[src/rtl/hazard_scoreboard_pkg.sv]
// Shared types for the hazard unit: stall cause codes and the shadow
// pipeline-stage record tracked beside decode.
package hazard_pkg;

    // Shadow stages hold rd zero-extended to this width so the record type
    // does not depend on the instantiating module's ADDR_W.
    localparam int SHADOW_RD_W = 8;

    typedef enum logic [2:0] {
        NONE = 3'd0,
        LTU  = 3'd1,
        BR   = 3'd2,
        LBR  = 3'd3,
        RAW  = 3'd4,
        WAW  = 3'd5,
        FULL = 3'd6
    } stall_cause_e;

    typedef struct packed {
        logic [SHADOW_RD_W-1:0] rd;
        logic                   reg_write;
        logic                   mem_read;
    } shadow_stage_t;

    localparam shadow_stage_t BUBBLE = '0;

endpackage

[src/rtl/hazard_scoreboard_if.sv]
// Decode-side bundle between the pipeline (master) and the hazard unit (slave).
interface hazard_scoreboard_if #(
    parameter int ADDR_W   = 5,
    parameter int MAX_PEND = 4,
    parameter int CNT_W    = 32
);
    localparam int PC_W = $clog2(MAX_PEND + 1);

    logic              PIPE_HOLD;
    logic              ID_VALID;
    logic [ADDR_W-1:0] ID_RS1;
    logic [ADDR_W-1:0] ID_RS2;
    logic [ADDR_W-1:0] ID_RD;
    logic              ID_USE_RS1;
    logic              ID_USE_RS2;
    logic              ID_REG_WRITE;
    logic              ID_MEM_READ;
    logic              ID_MEM_WRITE;
    logic              ID_LONG_OP;
    logic              ID_BRANCH;
    logic              ID_JUMPR;
    logic              ID_PC_SRC;
    logic              WB_LONG_VALID;
    logic [ADDR_W-1:0] WB_LONG_RD;
    logic              STALL;
    logic              FLUSH;
    logic [2:0]        STALL_CAUSE;
    logic [PC_W-1:0]   PEND_CNT;
    logic [CNT_W-1:0]  STALL_CYCLES;
    logic              ERR;

    modport master (
        output PIPE_HOLD, ID_VALID, ID_RS1, ID_RS2, ID_RD, ID_USE_RS1, ID_USE_RS2,
               ID_REG_WRITE, ID_MEM_READ, ID_MEM_WRITE, ID_LONG_OP, ID_BRANCH,
               ID_JUMPR, ID_PC_SRC, WB_LONG_VALID, WB_LONG_RD,
        input  STALL, FLUSH, STALL_CAUSE, PEND_CNT, STALL_CYCLES, ERR
    );

    modport slave (
        input  PIPE_HOLD, ID_VALID, ID_RS1, ID_RS2, ID_RD, ID_USE_RS1, ID_USE_RS2,
               ID_REG_WRITE, ID_MEM_READ, ID_MEM_WRITE, ID_LONG_OP, ID_BRANCH,
               ID_JUMPR, ID_PC_SRC, WB_LONG_VALID, WB_LONG_RD,
        output STALL, FLUSH, STALL_CAUSE, PEND_CNT, STALL_CYCLES, ERR
    );

endinterface

[src/rtl/hazard_scoreboard_bank.sv]
// Pending-write bank for variable-latency producers: one bit per register,
// an outstanding-op count and a sticky error for stray writebacks.
module scoreboard_bank #(
    parameter  int NUM_REGS = 32,
    parameter  int ADDR_W   = 5,
    parameter  int MAX_PEND = 4,
    localparam int PC_W     = $clog2(MAX_PEND + 1)
) (
    input  logic              clk,
    input  logic              rst_n,
    input  logic              set_valid,
    input  logic [ADDR_W-1:0] set_rd,
    input  logic              clr_valid,
    input  logic [ADDR_W-1:0] clr_rd,
    input  logic [ADDR_W-1:0] rd_rs1,
    input  logic [ADDR_W-1:0] rd_rs2,
    input  logic [ADDR_W-1:0] rd_rd,
    output logic              pend_rs1,
    output logic              pend_rs2,
    output logic              pend_rd,
    output logic [PC_W-1:0]   pend_cnt,
    output logic              err
);
    logic [NUM_REGS-1:0] pending;
    logic                set_ok;
    logic                clr_hit;

    always_comb begin
        set_ok   = set_valid & (set_rd != '0);
        clr_hit  = clr_valid & (clr_rd != '0) & pending[clr_rd];
        pend_rs1 = pending[rd_rs1];
        pend_rs2 = pending[rd_rs2];
        pend_rd  = pending[rd_rd];
    end

    always_ff @(posedge clk or negedge rst_n) begin
        if (!rst_n) begin
            pending  <= '0;
            pend_cnt <= '0;
            err      <= 1'b0;
        end else begin
            if (clr_hit)
                pending[clr_rd] <= 1'b0;
            // Set is assigned last so it wins when both target one register.
            if (set_ok)
                pending[set_rd] <= 1'b1;
            if (set_ok && !clr_hit)
                pend_cnt <= pend_cnt + PC_W'(1);
            else if (clr_hit && !set_ok)
                pend_cnt <= pend_cnt - PC_W'(1);
            if (clr_valid && !clr_hit)
                err <= 1'b1;
        end
    end

endmodule

[src/rtl/hazard_scoreboard.sv]
// Decode-side hazard unit: shadow ID/EX and EX/MEM destinations, long-op
// scoreboard, prioritised stall causes, flush and a saturating stall counter.
module hazard_scoreboard
    import hazard_pkg::*;
#(
    parameter int NUM_REGS  = 32,
    parameter int ADDR_W    = 5,
    parameter int MAX_PEND  = 4,
    parameter int CNT_W     = 32,
    parameter int STORE_FWD = 1
) (
    input logic               clk,
    input logic               rst_n,
    hazard_scoreboard_if.slave bus
);
    localparam int PC_W = $clog2(MAX_PEND + 1);

    shadow_stage_t    id_ex;
    shadow_stage_t    ex_mem;
    logic [PC_W-1:0]  pend_cnt;
    logic             pend_rs1, pend_rs2, pend_rd;
    logic             ctrl, rs2_ltu, ltu, br, lbr, raw, waw, full;
    logic             stall, issue;
    stall_cause_e     cause;
    logic [CNT_W-1:0] stall_cycles;

    function automatic logic hit(input logic [ADDR_W-1:0] r, input shadow_stage_t s);
        return (r != '0) && (SHADOW_RD_W'(r) == s.rd);
    endfunction

    always_comb begin
        ctrl    = bus.ID_BRANCH | bus.ID_JUMPR;
        rs2_ltu = bus.ID_USE_RS2 & hit(bus.ID_RS2, id_ex)
                  & ~((STORE_FWD != 0) & bus.ID_MEM_WRITE);
        ltu     = bus.ID_VALID & id_ex.mem_read
                  & ((bus.ID_USE_RS1 & hit(bus.ID_RS1, id_ex)) | rs2_ltu);
        br      = bus.ID_VALID & ctrl & id_ex.reg_write
                  & (hit(bus.ID_RS1, id_ex) | (~bus.ID_JUMPR & hit(bus.ID_RS2, id_ex)));
        lbr     = bus.ID_VALID & ctrl & ex_mem.mem_read
                  & (hit(bus.ID_RS1, ex_mem) | (~bus.ID_JUMPR & hit(bus.ID_RS2, ex_mem)));
        raw     = bus.ID_VALID & ((bus.ID_USE_RS1 & pend_rs1) | (bus.ID_USE_RS2 & pend_rs2));
        waw     = bus.ID_VALID & bus.ID_REG_WRITE & pend_rd;
        full    = bus.ID_VALID & bus.ID_LONG_OP & (pend_cnt == PC_W'(MAX_PEND));
        stall   = ltu | br | lbr | raw | waw | full;
        issue   = bus.ID_VALID & ~stall & ~bus.PIPE_HOLD;

        cause = NONE;
        if (ltu)       cause = LTU;
        else if (br)   cause = BR;
        else if (lbr)  cause = LBR;
        else if (raw)  cause = RAW;
        else if (waw)  cause = WAW;
        else if (full) cause = FULL;
    end

    assign bus.STALL        = stall;
    assign bus.STALL_CAUSE  = cause;
    assign bus.FLUSH        = bus.ID_VALID & bus.ID_PC_SRC & ~stall;
    assign bus.PEND_CNT     = pend_cnt;
    assign bus.STALL_CYCLES = stall_cycles;

    always_ff @(posedge clk or negedge rst_n) begin
        if (!rst_n) begin
            id_ex  <= BUBBLE;
            ex_mem <= BUBBLE;
        end else if (!bus.PIPE_HOLD) begin
            ex_mem <= id_ex;
            if (issue) begin
                id_ex.rd        <= SHADOW_RD_W'(bus.ID_RD);
                id_ex.reg_write <= bus.ID_REG_WRITE & ~bus.ID_LONG_OP;
                id_ex.mem_read  <= bus.ID_MEM_READ & ~bus.ID_LONG_OP;
            end else begin
                id_ex <= BUBBLE;
            end
        end
    end

    always_ff @(posedge clk or negedge rst_n) begin
        if (!rst_n)
            stall_cycles <= '0;
        else if (stall && bus.ID_VALID && !bus.PIPE_HOLD && stall_cycles != '1)
            stall_cycles <= stall_cycles + CNT_W'(1);
    end

    scoreboard_bank #(
        .NUM_REGS (NUM_REGS),
        .ADDR_W   (ADDR_W),
        .MAX_PEND (MAX_PEND)
    ) u_bank (
        .clk       (clk),
        .rst_n     (rst_n),
        .set_valid (issue & bus.ID_LONG_OP),
        .set_rd    (bus.ID_RD),
        .clr_valid (bus.WB_LONG_VALID),
        .clr_rd    (bus.WB_LONG_RD),
        .rd_rs1    (bus.ID_RS1),
        .rd_rs2    (bus.ID_RS2),
        .rd_rd     (bus.ID_RD),
        .pend_rs1  (pend_rs1),
        .pend_rs2  (pend_rs2),
        .pend_rd   (pend_rd),
        .pend_cnt  (pend_cnt),
        .err       (bus.ERR)
    );

endmodule

[src/flat_wrapper.sv]
// flat-port wrapper written by rule: the top's interface ports become plain ports
module hazard_scoreboard_flat import hazard_pkg::*;
#(
    parameter int NUM_REGS  = 32,
    parameter int ADDR_W    = 5,
    parameter int MAX_PEND  = 4,
    parameter int CNT_W     = 32,
    parameter int STORE_FWD = 1
)
  (clk, rst_n, bus_PIPE_HOLD, bus_ID_VALID, bus_ID_RS1, bus_ID_RS2, bus_ID_RD, bus_ID_USE_RS1, bus_ID_USE_RS2, bus_ID_REG_WRITE, bus_ID_MEM_READ, bus_ID_MEM_WRITE, bus_ID_LONG_OP, bus_ID_BRANCH, bus_ID_JUMPR, bus_ID_PC_SRC, bus_WB_LONG_VALID, bus_WB_LONG_RD, bus_STALL, bus_FLUSH, bus_STALL_CAUSE, bus_PEND_CNT, bus_STALL_CYCLES, bus_ERR);
  hazard_scoreboard_if #(.ADDR_W(ADDR_W), .MAX_PEND(MAX_PEND), .CNT_W(CNT_W)) bus_i ();
  input logic clk;
  input logic rst_n;
  input wire logic [$bits(bus_i.PIPE_HOLD)-1:0] bus_PIPE_HOLD;
  input wire logic [$bits(bus_i.ID_VALID)-1:0] bus_ID_VALID;
  input wire logic [$bits(bus_i.ID_RS1)-1:0] bus_ID_RS1;
  input wire logic [$bits(bus_i.ID_RS2)-1:0] bus_ID_RS2;
  input wire logic [$bits(bus_i.ID_RD)-1:0] bus_ID_RD;
  input wire logic [$bits(bus_i.ID_USE_RS1)-1:0] bus_ID_USE_RS1;
  input wire logic [$bits(bus_i.ID_USE_RS2)-1:0] bus_ID_USE_RS2;
  input wire logic [$bits(bus_i.ID_REG_WRITE)-1:0] bus_ID_REG_WRITE;
  input wire logic [$bits(bus_i.ID_MEM_READ)-1:0] bus_ID_MEM_READ;
  input wire logic [$bits(bus_i.ID_MEM_WRITE)-1:0] bus_ID_MEM_WRITE;
  input wire logic [$bits(bus_i.ID_LONG_OP)-1:0] bus_ID_LONG_OP;
  input wire logic [$bits(bus_i.ID_BRANCH)-1:0] bus_ID_BRANCH;
  input wire logic [$bits(bus_i.ID_JUMPR)-1:0] bus_ID_JUMPR;
  input wire logic [$bits(bus_i.ID_PC_SRC)-1:0] bus_ID_PC_SRC;
  input wire logic [$bits(bus_i.WB_LONG_VALID)-1:0] bus_WB_LONG_VALID;
  input wire logic [$bits(bus_i.WB_LONG_RD)-1:0] bus_WB_LONG_RD;
  output wire logic [$bits(bus_i.STALL)-1:0] bus_STALL;
  output wire logic [$bits(bus_i.FLUSH)-1:0] bus_FLUSH;
  output wire logic [$bits(bus_i.STALL_CAUSE)-1:0] bus_STALL_CAUSE;
  output wire logic [$bits(bus_i.PEND_CNT)-1:0] bus_PEND_CNT;
  output wire logic [$bits(bus_i.STALL_CYCLES)-1:0] bus_STALL_CYCLES;
  output wire logic [$bits(bus_i.ERR)-1:0] bus_ERR;
  assign bus_i.PIPE_HOLD = bus_PIPE_HOLD;
  assign bus_i.ID_VALID = bus_ID_VALID;
  assign bus_i.ID_RS1 = bus_ID_RS1;
  assign bus_i.ID_RS2 = bus_ID_RS2;
  assign bus_i.ID_RD = bus_ID_RD;
  assign bus_i.ID_USE_RS1 = bus_ID_USE_RS1;
  assign bus_i.ID_USE_RS2 = bus_ID_USE_RS2;
  assign bus_i.ID_REG_WRITE = bus_ID_REG_WRITE;
  assign bus_i.ID_MEM_READ = bus_ID_MEM_READ;
  assign bus_i.ID_MEM_WRITE = bus_ID_MEM_WRITE;
  assign bus_i.ID_LONG_OP = bus_ID_LONG_OP;
  assign bus_i.ID_BRANCH = bus_ID_BRANCH;
  assign bus_i.ID_JUMPR = bus_ID_JUMPR;
  assign bus_i.ID_PC_SRC = bus_ID_PC_SRC;
  assign bus_i.WB_LONG_VALID = bus_WB_LONG_VALID;
  assign bus_i.WB_LONG_RD = bus_WB_LONG_RD;
  assign bus_STALL = bus_i.STALL;
  assign bus_FLUSH = bus_i.FLUSH;
  assign bus_STALL_CAUSE = bus_i.STALL_CAUSE;
  assign bus_PEND_CNT = bus_i.PEND_CNT;
  assign bus_STALL_CYCLES = bus_i.STALL_CYCLES;
  assign bus_ERR = bus_i.ERR;
  hazard_scoreboard #(.NUM_REGS(NUM_REGS), .ADDR_W(ADDR_W), .MAX_PEND(MAX_PEND), .CNT_W(CNT_W), .STORE_FWD(STORE_FWD)) u_core (.clk(clk), .rst_n(rst_n), .bus(bus_i));
endmodule
[config.mk]
export PLATFORM = sky130hd
export DESIGN_NAME = hazard_scoreboard_flat
export DESIGN_NICKNAME = d
export VERILOG_FILES = /design/src/rtl/hazard_scoreboard_pkg.sv /design/src/rtl/hazard_scoreboard_if.sv /design/src/rtl/hazard_scoreboard_bank.sv /design/src/rtl/hazard_scoreboard.sv /design/src/flat_wrapper.sv
export SDC_FILE = /design/constraint.sdc
export NUM_CORES = 1
export LEC_CHECK = 0
export ABC_AREA = 1
export CAP_MARGIN = 10
export CORE_MARGIN = 3
export CORE_UTILIZATION = 52
export CTS_CLUSTER_SIZE = 25
export DETAILED_ROUTE_END_ITERATION = 16
export PLACE_DENSITY = 0.78
export SLEW_MARGIN = 30
export SYNTH_ARGS = -nofsm -noshare
export SYNTH_HDL_FRONTEND = slang
export SYNTH_SLANG_ARGS = --single-unit
[constraint.sdc]
create_clock -name clk -period 2.5 [get_ports clk]
set_input_delay 0.25 -clock clk [delete_from_list [all_inputs] [get_ports clk]]
set_output_delay 0.25 -clock clk [all_outputs]
set_load 0.02 [all_outputs]
==> metrics.cfg <==
[final_layout]
final_cell_mix = 302 x nand2_1, 119 x buf_4, 99 x nand3_1, 85 x inv_1, 68 x dfrtp_1
fill_cells = 902
multiInputGateArea_um2 = 3640
final_util = 0.746
final_cells = 1253
area_delta_synth_final_pct = 36.3
fin_nets = 1145
stdcell_area_um2 = 8340
diodes = 0
final_common_cell = nand2_1
final-seq-area_um2 = 2040
drive_gt1_frac = 0.200

[drt]
wl_um = 20500
via_per_inst = 5.64
wl_per_cell_um = 16.4
dr.pass1.iters = 5
drcViolationCount = 0
route.vias.total = 7072
drtAntennaViolNets = 0
drtIter0Drc = 677

[sta]
finClkSkew_ps = 6.84
hold_viol = 0
tns_ps = -1780
setup_viol = 17
period_minus_slack_ps = 2750
slew_violations = 0
rsz0062_at_grt = true
tightest_slew_ps = 742
postLayoutSetupSlackWorst_ps = -249
finalCritPeriodShare = 1.10
clock.fmax_ghz = 0.364
relSlewSlack = 0.505

[grt]
grt_max_degree = 47
overflow = 0
grt_antenna_before_repair = 0
grt_first_pass_wirelength_um = 33100
first_global_vias = 6769
grt_usage = 0.316

[power_and_ir_drop]
power_mw = 4.35
power_density_nw_per_um2 = 522
p_leak_nw = 3.74
peakVddDrop_mv = 0.775

[critical_path]
critPathRequiredTime_ps = 2720
reg2reg_to = u_core.u_bank.pend_cnt[2]$_DFFE_PN0P_
reg2reg_depth = 15
crit_path_max_fanout = 4
cp_slowest_cell = dfrtp_2
crit_top_cell = nand2_1
cp-start-kind = flip-flop
slowest_delay_ps = 460
reg2reg_slack_ps = -250
r2r_start = u_core.u_bank.pending[18]$_DFF_PN0_
cp-end-kind = flip-flop
crit_type = flip-flop to flip-flop
path_cells = nand2_1 -> nand2_1 -> o21ai_1 -> nand2_1 -> nor2_2 -> nand2_2 -> a21oi_4 -> nand4_4 -> nor3b_4 -> ha_4 -> inv_2 -> fa_2 -> a21oi_2 -> o21ai_2 -> xor2_1
crit_path_start = u_core.u_bank.pending[18]$_DFF_PN0_
crit_arrival_ps = 2970

[cts]
cts_buffers = 9
clock_latency_ps = 340
cts_tree = built
htreeDepth = 3
cts.sinks = 81
path_clk_slew_ps = 60
cts_root_buffer = clkbuf_16
cts_buffer_depth = 2

[run_status]
violations = negative setup slack
status = finished with violations

[synth]
synth-async-reset-ratio = 1.00
synth_fp_nets = 959
ys.warnings.count = 0
yosysSeqAreaShare = 0.331
synth.distinct_cells = 42
netlist_area_um2 = 6120
yosys_register_bits = 81
synth_top_flop_cell = dfrtp_1
netlist_instances = 922
syn_avg_cell_area_um2 = 6.63
synth_edf_count = 0

[placed_design]
portBuffers = 74
dpl.hpwl_um = 14500
dpl_cell_area_um2 = 7750
post-place-cells = 1215
place.gp.congestion = 0.957

[floorplan]
dieHeight_um = 114
fp.dieW_um = 114
rows = 38
start_util = 0.547
ios = 75
die_area_um2 = 13100
coreArea_um2 = 11200

[flow_run]
drv_cap = 0

[min_path]
min_path_type = primary input to asynchronous set/reset pin

state kept, by name, indices dropped and copies added (netlist names):
| signal | flops |
|---|---|
| u_core.u_bank.err | 1 |
| u_core.id_ex | 7 |
| u_core.bus.STALL_CYCLES | 32 |
| u_core.u_bank.pending | 32 |
| u_core.ex_mem | 6 |
| u_core.u_bank.pend_cnt | 3 |
synth_stat cells (2+ instances only):
library cell	count	area share
ha_1	2	0.0041
nand3_1	101	0.083
nor4_1	11	0.011
buf_6	8	0.015
buf_4	9	0.011
nor2_2	3	0.0031
o21ai_1	25	0.020
nand2_1	310	0.19
nand4_1	5	0.0051
nor2_4	2	0.0037
o22ai_1	6	0.0061
a21boi_0	3	0.0037
xor2_1	29	0.042
dfrtp_1	81	0.33
a21oi_1	7	0.0057
a21o_1	3	0.0037
inv_1	94	0.058
xnor2_1	22	0.032
nor3_1	35	0.029
inv_2	4	0.0025
a22oi_1	14	0.017
buf_2	8	0.0065
clkbuf_1	8	0.0049
nor3_2	2	0.0033
o21ai_0	53	0.043
nor2_1	61	0.037
worst max-delay path by stage:
stage,to,slack (ps),depth (start not counted)
floorplan,u_core.u_bank.pend_cnt[2]$_DFFE_PN0P_,-6,18
global placement,bus_STALL_CAUSE[2],-600,11
detailed placement,u_core.u_bank.pend_cnt[2]$_DFFE_PN0P_,-640,18
CTS,u_core.u_bank.pend_cnt[2]$_DFFE_PN0P_,-50,15
global route,u_core.u_bank.pend_cnt[2]$_DFFE_PN0P_,-340,19
finish,u_core.u_bank.pend_cnt[2]$_DFFE_PN0P_,-250,15
stage by stage:
step	setup slack, ps	hold slack (ps)
floorplan	-6.07	-45.6
global route	-338	473
CTS	-45.2	456
detailed placement	-638	293
global placement	-596	282
finish	-249	456
cell families after synthesis:
logic type,Yosys count,share of synthesized area
AOI/OAI and AO/OA,115,0.107
DFF,81,0.331
adders and majority gates,3,0.00736
xor gates and xnor gates,51,0.0730
buffers and inverters,133,0.0990
and+or+nand+nor,538,0.381
muxes,1,0.00184
where the power goes:
group          switching (mW)  internal, mW  total [mW]  leakage, nW
clock network           0.548         0.702        1.25        0.133
logic                   0.756         0.640        1.40         2.55
registers               0.238          1.47        1.71         1.06
total                    1.54          2.81        4.35         3.74
layer usage:
| layer | global-route usage | up-vias | wire length (um) |
|---|---|---|---|
| li1 | - | 3368 | - |
| met1 | 0.439 | 3316 | 8700 |
| met2 | 0.511 | 324 | 9560 |
| met3 | 0.0407 | 64 | 1680 |
| met4 | 0.109 | 0 | 552 |
| met5 | 0 | - | 0 |
area by class of cell:
type                       count  share of cell area
clock buffer                  12              0.0296
multi-input combinational    709               0.437
sequential                    81               0.245
timing repair inverter         2             0.00180
timing repair buffer         205               0.215
tap                          140              0.0210
inverter                     100              0.0477
clock inverter                 4             0.00315
timing repair:
item,CTS,global route
gates cloned,2,1
setup endpoints to repair,38,69
hold endpoints to repair,43,0
hold buffers,1,0
gates resized for setup,70,20
setup buffers,17,1
pin swaps,24,1
worst max-delay path, delay by kind of cell, from the launching register on:
family | cells | cell delay [ps]
buffers and inverters | 1 | 50
adders and majority gates | 2 | 550
xor gates and xnor gates | 1 | 150
and+or+nand+nor | 7 | 820
AOI/OAI and AO/OA | 4 | 600
DFF | 1 | 460
No activity file was read; power rests on OpenSTA's default activity.
